**src/rtl/mw_controller_param_if.sv**
```systemverilog
// Front-panel bundle for the microwave controller: keypad, buttons and door in, magnetron/beeper/status and four 7-segment digits out.
interface mw_controller_param_if;
    logic [9:0] keypad;
    logic       startn;
    logic       stopn;
    logic       pwr_keyn;
    logic       door_closed;
    logic       mag_on;
    logic       beep;
    logic       cooking;
    logic [6:0] sec_ones_segs;
    logic [6:0] sec_tens_segs;
    logic [6:0] min_ones_segs;
    logic [6:0] min_tens_segs;

    modport master (
        output keypad, startn, stopn, pwr_keyn, door_closed,
        input  mag_on, beep, cooking,
        input  sec_ones_segs, sec_tens_segs, min_ones_segs, min_tens_segs
    );

    modport slave (
        input  keypad, startn, stopn, pwr_keyn, door_closed,
        output mag_on, beep, cooking,
        output sec_ones_segs, sec_tens_segs, min_ones_segs, min_tens_segs
    );
endinterface

```
**src/rtl/mw_controller_param.sv**
```systemverilog
// Microwave controller: MM:SS keypad entry, power-level duty cycling, pause/resume, end beep, door interlock.
// State reacts one clk after an input edge; mag_on is combinational on door_closed. No backpressure: inputs sampled every clk.
module mw_controller_param #(
    parameter int TICKS_PER_SEC = 100,
    parameter int PWR_WINDOW    = 10,
    parameter int BEEP_SEC      = 3
) (
    input  logic                   clk,
    input  logic                   clearn,
    mw_controller_param_if.slave   io
);

    localparam int TW  = $clog2(TICKS_PER_SEC);
    localparam int PHW = (PWR_WINDOW > 1) ? $clog2(PWR_WINDOW) : 1;
    localparam int PWW = ($clog2(PWR_WINDOW + 1) > 4) ? $clog2(PWR_WINDOW + 1) : 4;
    localparam int BW  = (BEEP_SEC > 1) ? $clog2(BEEP_SEC) : 1;
    localparam logic [6:0] SEG_P = 7'b1110011;

    typedef enum logic [2:0] {S_IDLE, S_PWR, S_COOK, S_PAUSED, S_DONE} state_t;

    state_t         state;
    logic [3:0]     mt, mo, st, so;
    logic [PWW-1:0] power;
    logic [TW-1:0]  tick;
    logic [PHW-1:0] phase;
    logic [BW-1:0]  beep_cnt;
    logic           beep_q;
    logic [9:0]     kp_prev;
    logic           start_prev, stop_prev, pwr_prev;

    logic           key_evt, start_evt, stop_evt, pwr_evt, sec_wrap, time_nz, d_zero;
    logic [3:0]     key_val, d_mt, d_mo, d_st, d_so;
    logic [PWW-1:0] key_pwr;
    logic [PHW-1:0] phase_nxt;
    logic [3:0]     pw_h, pw_t, pw_o;

    assign key_evt   = (kp_prev == 10'd0) && $onehot(io.keypad);
    assign start_evt = start_prev & ~io.startn;
    assign stop_evt  = stop_prev & ~io.stopn;
    assign pwr_evt   = pwr_prev & ~io.pwr_keyn;
    assign sec_wrap  = (tick == TW'(TICKS_PER_SEC - 1));
    assign time_nz   = |{mt, mo, st, so};
    assign phase_nxt = (phase == PHW'(PWR_WINDOW - 1)) ? '0 : phase + PHW'(1);

    always_comb begin
        key_val = 4'd0;
        for (int i = 0; i < 10; i++) begin
            if (io.keypad[i]) key_val = 4'(i);
        end
        if (key_val == 4'd0 || 32'(key_val) > PWR_WINDOW) key_pwr = PWW'(PWR_WINDOW);
        else                                               key_pwr = PWW'(key_val);
    end

    // Minutes-ones borrow sets seconds-tens to 5, so entered values like 01:75 count 75, 74, ...
    always_comb begin
        d_so = so - 4'd1;
        d_st = st;
        d_mo = mo;
        d_mt = mt;
        if (so == 4'd0) begin
            d_so = 4'd9;
            d_st = st - 4'd1;
            if (st == 4'd0) begin
                d_st = 4'd5;
                d_mo = mo - 4'd1;
                if (mo == 4'd0) begin
                    d_mo = 4'd9;
                    d_mt = mt - 4'd1;
                end
            end
        end
        d_zero = ({d_mt, d_mo, d_st, d_so} == 16'd0);
    end

    always_ff @(posedge clk or negedge clearn) begin
        if (!clearn) begin
            state      <= S_IDLE;
            {mt, mo, st, so} <= 16'd0;
            power      <= PWW'(PWR_WINDOW);
            tick       <= '0;
            phase      <= '0;
            beep_cnt   <= '0;
            beep_q     <= 1'b0;
            kp_prev    <= 10'd0;
            start_prev <= 1'b1;
            stop_prev  <= 1'b1;
            pwr_prev   <= 1'b1;
        end else begin
            kp_prev    <= io.keypad;
            start_prev <= io.startn;
            stop_prev  <= io.stopn;
            pwr_prev   <= io.pwr_keyn;
            case (state)
                S_IDLE: begin
                    if (stop_evt) begin
                        {mt, mo, st, so} <= 16'd0;
                    end else if (pwr_evt) begin
                        state <= S_PWR;
                    end else if (start_evt && io.door_closed && time_nz) begin
                        state <= S_COOK;
                        tick  <= '0;
                        phase <= '0;
                    end else if (key_evt) begin
                        {mt, mo, st, so} <= {mo, st, so, key_val};
                    end
                end
                S_PWR: begin
                    if (stop_evt) begin
                        state <= S_IDLE;
                    end else if (key_evt) begin
                        power <= key_pwr;
                        state <= S_IDLE;
                    end
                end
                S_COOK: begin
                    // Tick keeps running on the pausing edge; a coincident second is still counted.
                    tick <= sec_wrap ? '0 : tick + TW'(1);
                    if (sec_wrap) begin
                        {mt, mo, st, so} <= {d_mt, d_mo, d_st, d_so};
                        phase <= phase_nxt;
                    end
                    if (sec_wrap && d_zero) begin
                        state    <= S_DONE;
                        beep_q   <= 1'b1;
                        beep_cnt <= '0;
                    end else if (stop_evt || !io.door_closed) begin
                        state <= S_PAUSED;
                    end
                end
                S_PAUSED: begin
                    if (stop_evt) begin
                        state <= S_IDLE;
                        {mt, mo, st, so} <= 16'd0;
                    end else if (start_evt && io.door_closed) begin
                        state <= S_COOK;
                    end
                end
                S_DONE: begin
                    tick <= sec_wrap ? '0 : tick + TW'(1);
                    if (key_evt || stop_evt || start_evt) begin
                        state  <= S_IDLE;
                        beep_q <= 1'b0;
                    end else if (sec_wrap) begin
                        if (beep_cnt == BW'(BEEP_SEC - 1)) begin
                            state  <= S_IDLE;
                            beep_q <= 1'b0;
                        end else begin
                            beep_cnt <= beep_cnt + BW'(1);
                        end
                    end
                end
                default: state <= S_IDLE;
            endcase
        end
    end

    function automatic logic [6:0] seg7(input logic [3:0] d);
        case (d)
            4'd0: seg7 = 7'b0111111;
            4'd1: seg7 = 7'b0000110;
            4'd2: seg7 = 7'b1011011;
            4'd3: seg7 = 7'b1001111;
            4'd4: seg7 = 7'b1100110;
            4'd5: seg7 = 7'b1101101;
            4'd6: seg7 = 7'b1111101;
            4'd7: seg7 = 7'b0000111;
            4'd8: seg7 = 7'b1111111;
            4'd9: seg7 = 7'b1101111;
            default: seg7 = 7'b0000000;
        endcase
    endfunction

    always_comb begin
        pw_o = 4'(32'(power) % 10);
        pw_t = 4'((32'(power) / 10) % 10);
        pw_h = 4'((32'(power) / 100) % 10);
    end

    assign io.mag_on        = (state == S_COOK) && io.door_closed && (32'(phase) < 32'(power));
    assign io.beep          = beep_q;
    assign io.cooking       = (state == S_COOK);
    assign io.min_tens_segs = (state == S_PWR) ? SEG_P      : seg7(mt);
    assign io.min_ones_segs = (state == S_PWR) ? seg7(pw_h) : seg7(mo);
    assign io.sec_tens_segs = (state == S_PWR) ? seg7(pw_t) : seg7(st);
    assign io.sec_ones_segs = (state == S_PWR) ? seg7(pw_o) : seg7(so);

endmodule

```
**src/flat_wrapper.sv**
```systemverilog
// flat-port wrapper written by rule: the top's interface ports become plain ports
module mw_controller_param_flat 
#(
    parameter int TICKS_PER_SEC = 100,
    parameter int PWR_WINDOW    = 10,
    parameter int BEEP_SEC      = 3
)
  (clk, clearn, io_keypad, io_startn, io_stopn, io_pwr_keyn, io_door_closed, io_mag_on, io_beep, io_cooking, io_sec_ones_segs, io_sec_tens_segs, io_min_ones_segs, io_min_tens_segs);
  mw_controller_param_if io_i ();
  input  logic clk;
  input  logic clearn;
  input wire logic [$bits(io_i.keypad)-1:0] io_keypad;
  input wire logic [$bits(io_i.startn)-1:0] io_startn;
  input wire logic [$bits(io_i.stopn)-1:0] io_stopn;
  input wire logic [$bits(io_i.pwr_keyn)-1:0] io_pwr_keyn;
  input wire logic [$bits(io_i.door_closed)-1:0] io_door_closed;
  output wire logic [$bits(io_i.mag_on)-1:0] io_mag_on;
  output wire logic [$bits(io_i.beep)-1:0] io_beep;
  output wire logic [$bits(io_i.cooking)-1:0] io_cooking;
  output wire logic [$bits(io_i.sec_ones_segs)-1:0] io_sec_ones_segs;
  output wire logic [$bits(io_i.sec_tens_segs)-1:0] io_sec_tens_segs;
  output wire logic [$bits(io_i.min_ones_segs)-1:0] io_min_ones_segs;
  output wire logic [$bits(io_i.min_tens_segs)-1:0] io_min_tens_segs;
  assign io_i.keypad = io_keypad;
  assign io_i.startn = io_startn;
  assign io_i.stopn = io_stopn;
  assign io_i.pwr_keyn = io_pwr_keyn;
  assign io_i.door_closed = io_door_closed;
  assign io_mag_on = io_i.mag_on;
  assign io_beep = io_i.beep;
  assign io_cooking = io_i.cooking;
  assign io_sec_ones_segs = io_i.sec_ones_segs;
  assign io_sec_tens_segs = io_i.sec_tens_segs;
  assign io_min_ones_segs = io_i.min_ones_segs;
  assign io_min_tens_segs = io_i.min_tens_segs;
  mw_controller_param #(.TICKS_PER_SEC(TICKS_PER_SEC), .PWR_WINDOW(PWR_WINDOW), .BEEP_SEC(BEEP_SEC)) u_core (.clk(clk), .clearn(clearn), .io(io_i));
endmodule
```
**config.mk**
```make
export PLATFORM = sky130hd
export DESIGN_NAME = mw_controller_param_flat
export DESIGN_NICKNAME = d
export VERILOG_FILES = /design/src/rtl/mw_controller_param_if.sv /design/src/rtl/mw_controller_param.sv /design/src/flat_wrapper.sv
export SDC_FILE = /design/constraint.sdc
export NUM_CORES = 1
export LEC_CHECK = 0
export ABC_CLOCK_PERIOD_IN_PS = 3700
export BUFFER_PORTS_ARGS = -buffer_cell sky130_fd_sc_hd__buf_2
export CAP_MARGIN = 30
export CORE_ASPECT_RATIO = 1.1
export CORE_MARGIN = 10
export CORE_UTILIZATION = 40
export CTS_CLUSTER_DIAMETER = 150
export DETAILED_ROUTE_END_ITERATION = 10
export PLACE_DENSITY_LB_ADDON = 0.12
export SYNTH_ARGS = -nofsm -noshare
export SYNTH_HDL_FRONTEND = slang
export SYNTH_SLANG_ARGS = --single-unit
```
**constraint.sdc**
```tcl
create_clock -name clk -period 3.7 [get_ports clk]
set_clock_uncertainty 0.1 [all_clocks]
set_input_delay 0.925 -clock clk [delete_from_list [all_inputs] [get_ports clk]]
set_output_delay 0.925 -clock clk [all_outputs]
set_load 0.05 [all_outputs]
```
==> results of run 1 <==
-- layout make-up --
| type | instances | share of cell area |
|---|---|---|
| Multi-Input combinational cell | 404 | 0.545 |
| Sequential cell | 50 | 0.236 |
| Timing Repair Buffer | 81 | 0.117 |
| Inverter | 47 | 0.0369 |
| Tap cell | 143 | 0.0336 |
| Clock buffer | 6 | 0.0242 |
| Clock inverter | 2 | 0.00705 |
-- final timing paths --
path                                     start               to  slack, ns  cells past startpoint
worst max-delay path              io_keypad[4]     u_core.mo[3]      -0.77                     19
worst min-delay path            u_core.tick[6]   u_core.tick[6]       0.41                      1
worst max register to register    u_core.so[1]     u_core.mo[3]       0.48                     12
worst min register to register  u_core.tick[6]   u_core.tick[6]       0.41                      1
max in group asynchronous               clearn  u_core.pwr_prev       2.16                      2
min in group asynchronous               clearn  u_core.phase[2]       0.53                      1
-- cells by family (layout without fill, tap and decap cells) --
logic type	count (synthesis)	in the layout	share of synthesized area
AND/OR/NAND/NOR	173	173	0.198
AO/OA/AOI/OAI	164	164	0.246
buffers and inverters	71	136	0.0652
adder cells (fa/ha/maj)	54	54	0.169
flip-flops	50	50	0.294
XOR/XNOR	7	7	0.0143
multiplexers	6	6	0.0143
-- critical path, delay by kind of cell --
| kind | cells | cell delay, ns |
|---|---|---|
| and+or+nand+nor | 2 | 0.21 |
| adders and majority gates | 5 | 1.74 |
| buffers and inverters | 8 | 0.72 |
| AOI/OAI and AO/OA | 4 | 0.98 |
-- Yosys cell counts, types with 3 or more instances --
master and number:
o21ai_1 6, a21oi_1 33, a22oi_1 3, a31oi_1 9, inv_1 46, clkbuf_1 18, o211ai_1 6, a211o_1 3
nor2_1 51, fa_1 6, mux2i_1 5, ha_1 48, o22ai_1 6, nor2b_1 7, nand2_1 54, xor2_1 4
a21o_1 6, buf_2 4, xnor2_1 3, a211oi_1 6, a22o_1 4, nor3_1 9, nand3_1 17, o31ai_1 8
o32ai_1 4, o21ai_0 51, a221oi_1 3, dfrtp_1 45, dfstp_2 5, nand2b_1 5, and3_1 5, nand4_1 4
-- layer usage --
| layer | GRT usage | up-vias | part of all wire |
|---|---|---|---|
| met4 | 0.0532 | 0 | 0.019 |
| met3 | 0.0289 | 17 | 0.042 |
| li1 | - | 1989 | - |
| met2 | 0.256 | 93 | 0.49 |
| met5 | 0 | - | 0 |
| met1 | 0.189 | 1917 | 0.45 |
-- flip-flops by register name, summed over array words and instances, names as in the netlist --
| name | cells |
|---|---|
| u_core.mo | 4 |
| u_core.io.beep | 1 |
| u_core.stop_prev | 1 |
| u_core.state | 3 |
| u_core.so | 4 |
| u_core.beep_cnt | 2 |
| u_core.tick | 7 |
| u_core.power | 4 |
| u_core.phase | 4 |
| u_core.kp_prev | 10 |
| u_core.pwr_prev | 1 |
| u_core.start_prev | 1 |
| u_core.mt | 4 |
| u_core.st | 4 |
-- power breakdown --
group | switching (mW) | internal, mW | leakage [nW] | total (mW)
registers | 0.274 | 0.666 | 0.618 | 0.940
logic | 2.25 | 1.05 | 1.71 | 3.30
clock network | 0.202 | 0.319 | 0.0771 | 0.521
-- stage by stage --
| stage | power (mW) | cell area (µm²) |
|---|---|---|
| 2_1_floorplan | 3.25 | 4360 |
| 3_3_place_gp | 3.98 | 4910 |
| 3_5_place_dp | 4.03 | 4910 |
| 4_1_cts | 4.59 | 5170 |
| 5_1_grt | 5.12 | 5330 |
| 6_report | 4.76 | 5330 |
-- timing repair --
item	4_1_cts	5_1_grt
pin swaps	3	3
endpoints found under the setup margin	25	26
buffers inserted	1	2
resized for setup	23	24
gates cloned	0	3
==> results.sh, run 1 <==
export IMPL_relSlewSlack=0.559
export IMPL_viasPerCell=5.48
export IMPL_cts_htree_levels=2
export IMPL_cts_root_buf="clkbuf_16"
export IMPL_cts_tree="built"
export IMPL_fin_crit_sh=1.21
export IMPL_pre_cts_slack_ns=-1.10
export IMPL_finalMaxSlewViolations=0
export IMPL_crit_path_top_delay_cell="fa_1"
export IMPL_nets=659
export IMPL_drt_initial_drc_count=291
export IMPL_core_mm2=0.0104
export IMPL_placed_cells=720
export IMPL_finalWirelength_um=11900
export IMPL_vias=4016
export IMPL_vdd_drop_max_mv=0.410
export IMPL_fillCellCount=1016
export IMPL_clk_latency_ns=0.29
export IMPL_mostFrequentLayoutCells="nand2_1, nor2_1, ha_1, dfrtp_1, o21ai_0"
export IMPL_rsz0062_at_grt="yes"
export IMPL_antenna_found_initial=0
export IMPL_drc=0
export IMPL_synth_area_mm2=0.00428
export IMPL_worst_setup_path_type="input pin to flop"
export IMPL_fmax_ghz=0.224
export IMPL_antenna_left=0
export IMPL_synth_flop_cell="dfrtp_1"
export IMPL_power_leakage_nw=2.40
export IMPL_hold_violations=0
export IMPL_hold_class="flop to flop"
export IMPL_diodes=0
export IMPL_die_y_um=128
export IMPL_synth_cell_types=62
export IMPL_utilization=0.510
export IMPL_grt_pass1_wl_um=19500
export IMPL_clockBufferDepth=2
export IMPL_io_pins=47
export IMPL_power_density_mw_per_mm2=894
export IMPL_die_area_mm2=0.0152
export IMPL_grt_overflow=0
export IMPL_grt_pass1_vias=4040
export IMPL_wire_per_inst_um=16.3
export IMPL_port_buffers=46
export IMPL_arrival_ns=4.58
export IMPL_slowest_delay_ns=0.54
export IMPL_initial_core_util=0.410
export IMPL_layout_commonest_cell="nand2_1"
export IMPL_setup_tns_ns=-13.98
export IMPL_numCtsBuffers=5
export IMPL_multi_input_comb_area_mm2=0.00290
export IMPL_path_clk_slew_ns=0.06
export IMPL_area_growth_pct=24.5
export IMPL_synth_avg_cell_area_um2=8.15
export IMPL_grt_start_max_net_pins=27
export IMPL_cap_viol_max_count=0
export IMPL_post_route_min_period_ns=4.47
export IMPL_synthesis_nets=595
export IMPL_yosysSeqAreaShare=0.294
export IMPL_crit_chain="buf_12 > inv_12 > ha_4 > inv_2 > fa_1 > fa_1 > inv_1 > fa_2 > inv_2 > fa_2 > a211o_1 > a2111oi_4 > nand4b_1 > a221oi_2 > buf_6 > buf_12 > clkbuf_16 > nand2_2 > o21ai_1"
export IMPL_synth_edf_count=0
export IMPL_chipWidth_um=119
export IMPL_start_kind="input pin"
export IMPL_holdWs_ns=0.407
export IMPL_synth_largest_area_cell="dfrtp_1"
export IMPL_clkSinkCount=50
export IMPL_num_rows=39
export IMPL_endpoint_kind="flop"
export IMPL_grtUsageTotal=0.151
export IMPL_critPathMaxFanout=6
export IMPL_place_gp_congestion=0.835
export IMPL_yosysWarnings=0
export IMPL_setup_viol=25
export IMPL_yosys_top_cells_area="dfrtp_1, ha_1, o21ai_0"
export IMPL_synth_seq_cells=50
export IMPL_outcome="complete, but fails checks"
export IMPL_required_ns=3.81
export IMPL_async_flop_share=1.00
export IMPL_hold_buffers=0
export IMPL_violations="setup timing"
export IMPL_drive_gt1_frac=0.239
export IMPL_dr_pass1_iters=5
export IMPL_tightest_slew_ns=0.655
export IMPL_syn_inst=525
export IMPL_finalWorstSetupSlack_ns=-0.772
export IMPL_instances_no_fill=733
export IMPL_dp_hpwl_um=8950
export IMPL_synth_top_area_frac=0.263
export IMPL_seqCellArea_mm2=0.00126
(Power assumes the default switching activity.)
==> inputs of run 2 (changes only) <==
Settings changed: CORE_UTILIZATION 40 to 60, CTS_CLUSTER_DIAMETER 150 to 80, PLACE_DENSITY from default to 0.8, PLACE_DENSITY_LB_ADDON 0.12 to default.
==> run 2 against run 1 <==
The flow still finishes with violations (setup timing). Final cell count is 8.2% lower. Combinational power decreased by 4%. Non-clock buffer count decreased by 2. Worst setup slack got worse by 0.086 ns. Via count up 3.9%. Critical path depth is 1 lower. First-iteration DRC count rose by 5.2%. Clock-buffer cell count grew 1. Routed wire length is 5.8% lower. Register-to-register slack improved by 0.02 ns. Sequential power increased by 0.6%. Critical path type unchanged. Largest power group unchanged.
==> results.sh, run 2 (synthesis results as in run 1) <==
export IMPL_io_pins=47
export IMPL_core_mm2=0.00697
export IMPL_power_density_mw_per_mm2=875
export IMPL_chipWidth_um=100
export IMPL_swShare=0.597
export IMPL_power_leakage_nw=2.32
export IMPL_grt_pass1_wl_um=19000
export IMPL_regMostFlops="u_core.kp_prev"
export IMPL_vias=4173
export IMPL_dr_pass1_iters=5
export IMPL_hold_depth=1
export IMPL_drc=0
export IMPL_start_kind="input pin"
export IMPL_seqCellArea_mm2=0.00126
export IMPL_worst_setup_path_type="input pin to flop"
export IMPL_initial_core_util=0.614
export IMPL_required_ns=3.82
export IMPL_clk_latency_ns=0.30
export IMPL_diodes=0
export IMPL_finalWirelength_um=11300
export IMPL_grt_overflow=0
export IMPL_drive_gt1_frac=0.211
export IMPL_clockBufferDepth=2
export IMPL_finalMaxSlewViolations=0
export IMPL_mostFrequentLayoutCells="nand2_1, nor2_1, ha_1, dfrtp_1, o21ai_0"
export IMPL_grt_start_max_net_pins=28
export IMPL_grt_pass1_vias=4202
export IMPL_total_power_mw=4.44
export IMPL_die_y_um=109
export IMPL_p_clk_frac=0.071
export IMPL_p_int_mw=1.79
export IMPL_wire_per_inst_um=16.7
export IMPL_relSlewSlack=0.564
export IMPL_outcome="complete, but fails checks"
export IMPL_place_gp_congestion=0.858
export IMPL_die_area_mm2=0.0109
export IMPL_clkSinkCount=50
export IMPL_grtUsageTotal=0.206
export IMPL_cts_root_buf="clkbuf_8"
export IMPL_pre_cts_slack_ns=-1.14
export IMPL_cts_htree_levels=2
export IMPL_critPathMaxFanout=12
export IMPL_dp_hpwl_um=8470
export IMPL_endpoint_kind="flop"
export IMPL_tightest_slew_ns=0.654
export IMPL_arrival_ns=4.68
export IMPL_finalWorstSetupSlack_ns=-0.857
export IMPL_area_growth_pct=18.6
export IMPL_viasPerCell=6.20
export IMPL_num_rows=32
export IMPL_rsz0062_at_grt="yes"
export IMPL_drt_initial_drc_count=306
export IMPL_fmax_ghz=0.219
export IMPL_numCtsBuffers=5
export IMPL_vdd_drop_max_mv=0.915
export IMPL_top_regs="u_core.kp_prev x10, u_core.tick x7"
export IMPL_hold_class="flop to flop"
export IMPL_power_switching_mw=2.65
export IMPL_multi_input_comb_area_mm2=0.00285
export IMPL_fillCellCount=557
export IMPL_fin_crit_sh=1.23
export IMPL_pwr_share_comb=0.716
export IMPL_nets=657
export IMPL_path_clk_slew_ns=0.09
export IMPL_power_frac_seq=0.213
export IMPL_setup_viol=25
export IMPL_cts_tree="built"
export IMPL_violations="setup timing"
export IMPL_port_buffers=46
export IMPL_antenna_left=0
export IMPL_antenna_found_initial=0
export IMPL_largest_reg_flops=10
export IMPL_ff2ff_path_depth=11
export IMPL_hold_buffers=0
export IMPL_instances_no_fill=673
export IMPL_post_route_min_period_ns=4.56
export IMPL_hold_violations=0
export IMPL_placed_cells=658
export IMPL_cap_viol_max_count=0
export IMPL_layout_commonest_cell="nand2_1"
[run 2: worst paths after layout]
kind                       slack, ns                to            from
setup / recovery               -0.86      u_core.mo[0]    io_keypad[4]
hold / removal                  0.42    u_core.tick[6]  u_core.tick[6]
setup reg to reg                0.50      u_core.mo[0]    u_core.so[0]
hold reg to reg                 0.42    u_core.tick[6]  u_core.tick[6]
max in group asynchronous       2.34  u_core.stop_prev          clearn
min in group asynchronous       0.54   u_core.phase[2]          clearn
[run 2: final cells by class]
class	instances	share of cell area
tap	85	0.0210
inverter	47	0.0387
sequential	50	0.248
multi-input combinational	404	0.561
clock buffer	7	0.0151
timing repair buffer	79	0.115
clock inverter	1	0.00148
[run 2: routing by layer]
layer / global-route usage / share of wire
met1: 0.243 / 0.40
met2: 0.358 / 0.51
met3: 0.0434 / 0.070
met4: 0.0788 / 0.023
met5: 0 / 0
[run 2: timing repair]
action                                  in CTS  in global routing
pin swaps                                    5                  2
gates resized for setup                     22                  4
hold endpoints to repair                     0                  0
buffers inserted                             2                  4
endpoints found under the setup margin      25                 28
cloned                                       1                  1
[run 2: worst max-delay path: stages]
cell,delay [ns]
buf_12,0.09
inv_12,0.03
ha_4,0.24
inv_2,0.03
fa_1,0.54
fa_1,0.41
inv_1,0.08
fa_2,0.22
inv_2,0.05
fa_2,0.35
a211o_1,0.28
a2111oi_4,0.36
nand4b_1,0.17
a221oi_2,0.30
buf_4,0.21
buf_12,0.14
a21oi_2,0.06
a31oi_1,0.19
[run 2: power groups by stage]
| stage | Sequential, mW | Combinational [mW] | Clock [mW] |
|---|---|---|---|
| 6_report | 0.946 | 3.18 | 0.314 |
| 5_1_grt | 0.976 | 3.44 | 0.341 |
| 4_1_cts | 0.935 | 3.15 | 0.317 |
| 3_5_place_dp | 0.945 | 3.06 | 0 |
| 3_3_place_gp | 0.934 | 2.97 | 0 |
| 2_1_floorplan | 0.774 | 2.47 | 0 |
[run 2: metrics by stage]
stage                     hold slack (ns)  utilization  area, µm²  setup TNS (ns)
after detailed placement            0.403        0.692       4820          -23.14
after CTS                           0.413        0.721       5020          -12.94
after floorplan                     0.365            -       4360          -13.73
after global placement              0.398        0.688       4790          -21.13
final                               0.415        0.728       5070          -14.87
after global routing                0.458        0.728       5070          -17.09
==> inputs of run 3 (changes only) <==
Settings changed: ABC_CLOCK_PERIOD_IN_PS 3700 to 4700, SETUP_SLACK_MARGIN from default to 0.05.
Clock period 3.7 ns to 4.7 ns, I/O delays scaled along.
==> run 3 against run 2 <==
The flow finishes with violations (DRC). Global-route usage down 1.3 points. Design area down 2.1%. Via count down 0.65%. Clock power down 20%. Highest routed layer unchanged. Sequential power down 21%. Power down 21%. Flip-flop and latch count unchanged.
==> results.sh, run 3 (synthesis results as in run 1) <==
export IMPL_finalMaxSlewViolations=0
export IMPL_grt_start_max_net_pins=51
export IMPL_hold_violations=0
export IMPL_reg2reg_from="u_core.so[1]"
export IMPL_slowest_delay_ns=0.54
export IMPL_die_area_mm2=0.0109
export IMPL_crit_chain="buf_12 > inv_12 > ha_4 > inv_2 > fa_1 > fa_1 > inv_1 > fa_2 > inv_2 > fa_2 > a211o_1 > a2111oi_4 > nand4b_1 > a221oi_2 > buf_4 > buf_12 > clkbuf_16 > nand2_2 > o21ai_1"
export IMPL_seqCellArea_mm2=0.00126
export IMPL_core_mm2=0.00697
export IMPL_pre_cts_slack_ns=-0.325
export IMPL_crit_path_top_delay_cell="fa_1"
export IMPL_vdd_drop_max_mv=0.755
export IMPL_rsz0062_at_grt="yes"
export IMPL_placed_cells=648
export IMPL_total_power_mw=3.51
export IMPL_power_density_mw_per_mm2=707
export IMPL_port_buffers=46
export IMPL_initial_core_util=0.614
export IMPL_layout_commonest_cell="nand2_1"
export IMPL_drt_initial_drc_count=266
export IMPL_cts_root_buf="clkbuf_8"
export IMPL_drive_gt1_frac=0.207
export IMPL_critPathMaxFanout=6
export IMPL_tightest_slew_ns=0.820
export IMPL_antenna_found_initial=0
export IMPL_worst_setup_path_type="input pin to flop"
export IMPL_violations="DRC"
export IMPL_min_from="u_core.tick[6]"
export IMPL_p_int_mw=1.41
export IMPL_p_clk_frac=0.071
export IMPL_dr_pass1_iters=7
export IMPL_area_growth_pct=16.1
export IMPL_io_pins=47
export IMPL_instances_no_fill=661
export IMPL_clkSinkCount=50
export IMPL_chipWidth_um=100
export IMPL_nets=645
export IMPL_final_area_mm2=0.00497
export IMPL_min_to="u_core.tick[6]"
export IMPL_power_frac_seq=0.212
export IMPL_pwr_share_comb=0.716
export IMPL_placed_cell_area_mm2=0.00468
export IMPL_hold_buffers=0
export IMPL_regMostFlops="u_core.kp_prev"
export IMPL_arrival_ns=4.83
export IMPL_fillCellCount=571
export IMPL_place_gp_congestion=0.853
export IMPL_fin_crit_sh=0.997
export IMPL_dp_hpwl_um=8140
export IMPL_grt_pass1_wl_um=17900
export IMPL_clockBufferDepth=2
export IMPL_die_y_um=109
export IMPL_relSlewSlack=0.452
export IMPL_grt_pass1_vias=3896
export IMPL_finalWorstSetupSlack_ns=0.0139
export IMPL_finalWirelength_um=11300
export IMPL_drc=1
export IMPL_reg2reg_to="u_core.state[0]"
export IMPL_largest_reg_flops=10
export IMPL_reg2reg_slack_ns=1.21
export IMPL_post_route_min_period_ns=4.69
export IMPL_setup_viol=0
export IMPL_top_regs="u_core.kp_prev x10, u_core.tick x7"
export IMPL_mostFrequentLayoutCells="nand2_1, o21ai_0, nor2_1, ha_1, dfrtp_1"
export IMPL_start_kind="input pin"
export IMPL_viasPerCell=6.27
export IMPL_power_leakage_nw=2.28
export IMPL_outcome="complete, but fails checks"
export IMPL_fmax_ghz=0.213
export IMPL_hold_depth=1
export IMPL_clk_latency_ns=0.31
export IMPL_swShare=0.599
export IMPL_grtUsageTotal=0.193
export IMPL_num_rows=32
export IMPL_grt_overflow=0
export IMPL_diodes=0
export IMPL_cap_viol_max_count=0
export IMPL_multi_input_comb_area_mm2=0.00283
export IMPL_antenna_left=0
export IMPL_endpoint_kind="flop"
export IMPL_setup_tns_ns=0
export IMPL_cts_tree="built"
export IMPL_required_ns=4.84
export IMPL_wire_per_inst_um=17.1
export IMPL_power_switching_mw=2.10
export IMPL_path_clk_slew_ns=0.10
export IMPL_hold_class="flop to flop"
export IMPL_cts_htree_levels=2
export IMPL_ff2ff_path_depth=8
export IMPL_numCtsBuffers=5
export IMPL_vias=4146
[run 3: worst max-delay path by stage]
| stage | startpoint | to | slack (ns) |
|---|---|---|---|
| after global placement | io_keypad[4] | u_core.mt[1] | -0.29 |
| after detailed placement | io_keypad[4] | u_core.mt[0] | -0.32 |
| after floorplan | io_keypad[4] | u_core.so[0] | 0.01 |
| after CTS | io_keypad[4] | u_core.mt[3] | 0.02 |
| after global routing | io_keypad[4] | u_core.mt[3] | -0.13 |
| final | io_keypad[4] | u_core.st[1] | 0.01 |
[run 3: per-stage QoR]
stage	hold WS, ns	utilization
floorplan	0.365	-
global placement	0.396	0.672
detailed placement	0.402	0.672
CTS	0.426	0.685
global route	0.450	0.713
finish	0.426	0.713
[run 3: what timing repair did]
item | 4_1_cts | 5_1_grt
gates cloned | 0 | 3
setup endpoints to repair | 9 | 17
pin swaps | 1 | 5
gates resized for setup | 2 | 27
setup buffers | 0 | 2
[run 3: worst max-delay path, delay by kind of cell]
kind	cells	cell delay [ns]
adders and majority gates	5	1.74
buffers and inverters	8	0.75
and+or+nand+nor	2	0.21
AOI/OAI and AO/OA	4	0.94
[run 3: area by class of cell]
cell class | instances | share of cell area
multi-input cells | 404 | 0.569
flip-flops and latches | 50 | 0.253
repair buffers | 67 | 0.100
inverters | 47 | 0.0391
well taps | 85 | 0.0214
clock buffers | 6 | 0.0146
clock inverters | 2 | 0.00277
[run 3: routing by layer]
| metal | vias to the layer above | part of all wire | GRT usage | routed length [µm] |
|---|---|---|---|---|
| met5 | - | 0 | 0 | 0 |
| met4 | 0 | 0.0082 | 0.0343 | 93 |
| met1 | 1969 | 0.40 | 0.238 | 4520 |
| li1 | 1968 | - | - | - |
| met3 | 19 | 0.076 | 0.0402 | 859 |
| met2 | 190 | 0.51 | 0.342 | 5800 |
[run 3: power by group through the flow]
stage	registers, mW	clock network (mW)	logic [mW]
after floorplan	0.609	0	1.94
after global placement	0.734	0	2.31
after detailed placement	0.745	0	2.35
after CTS	0.736	0.253	2.37
after global routing	0.771	0.271	2.72
final	0.745	0.251	2.52
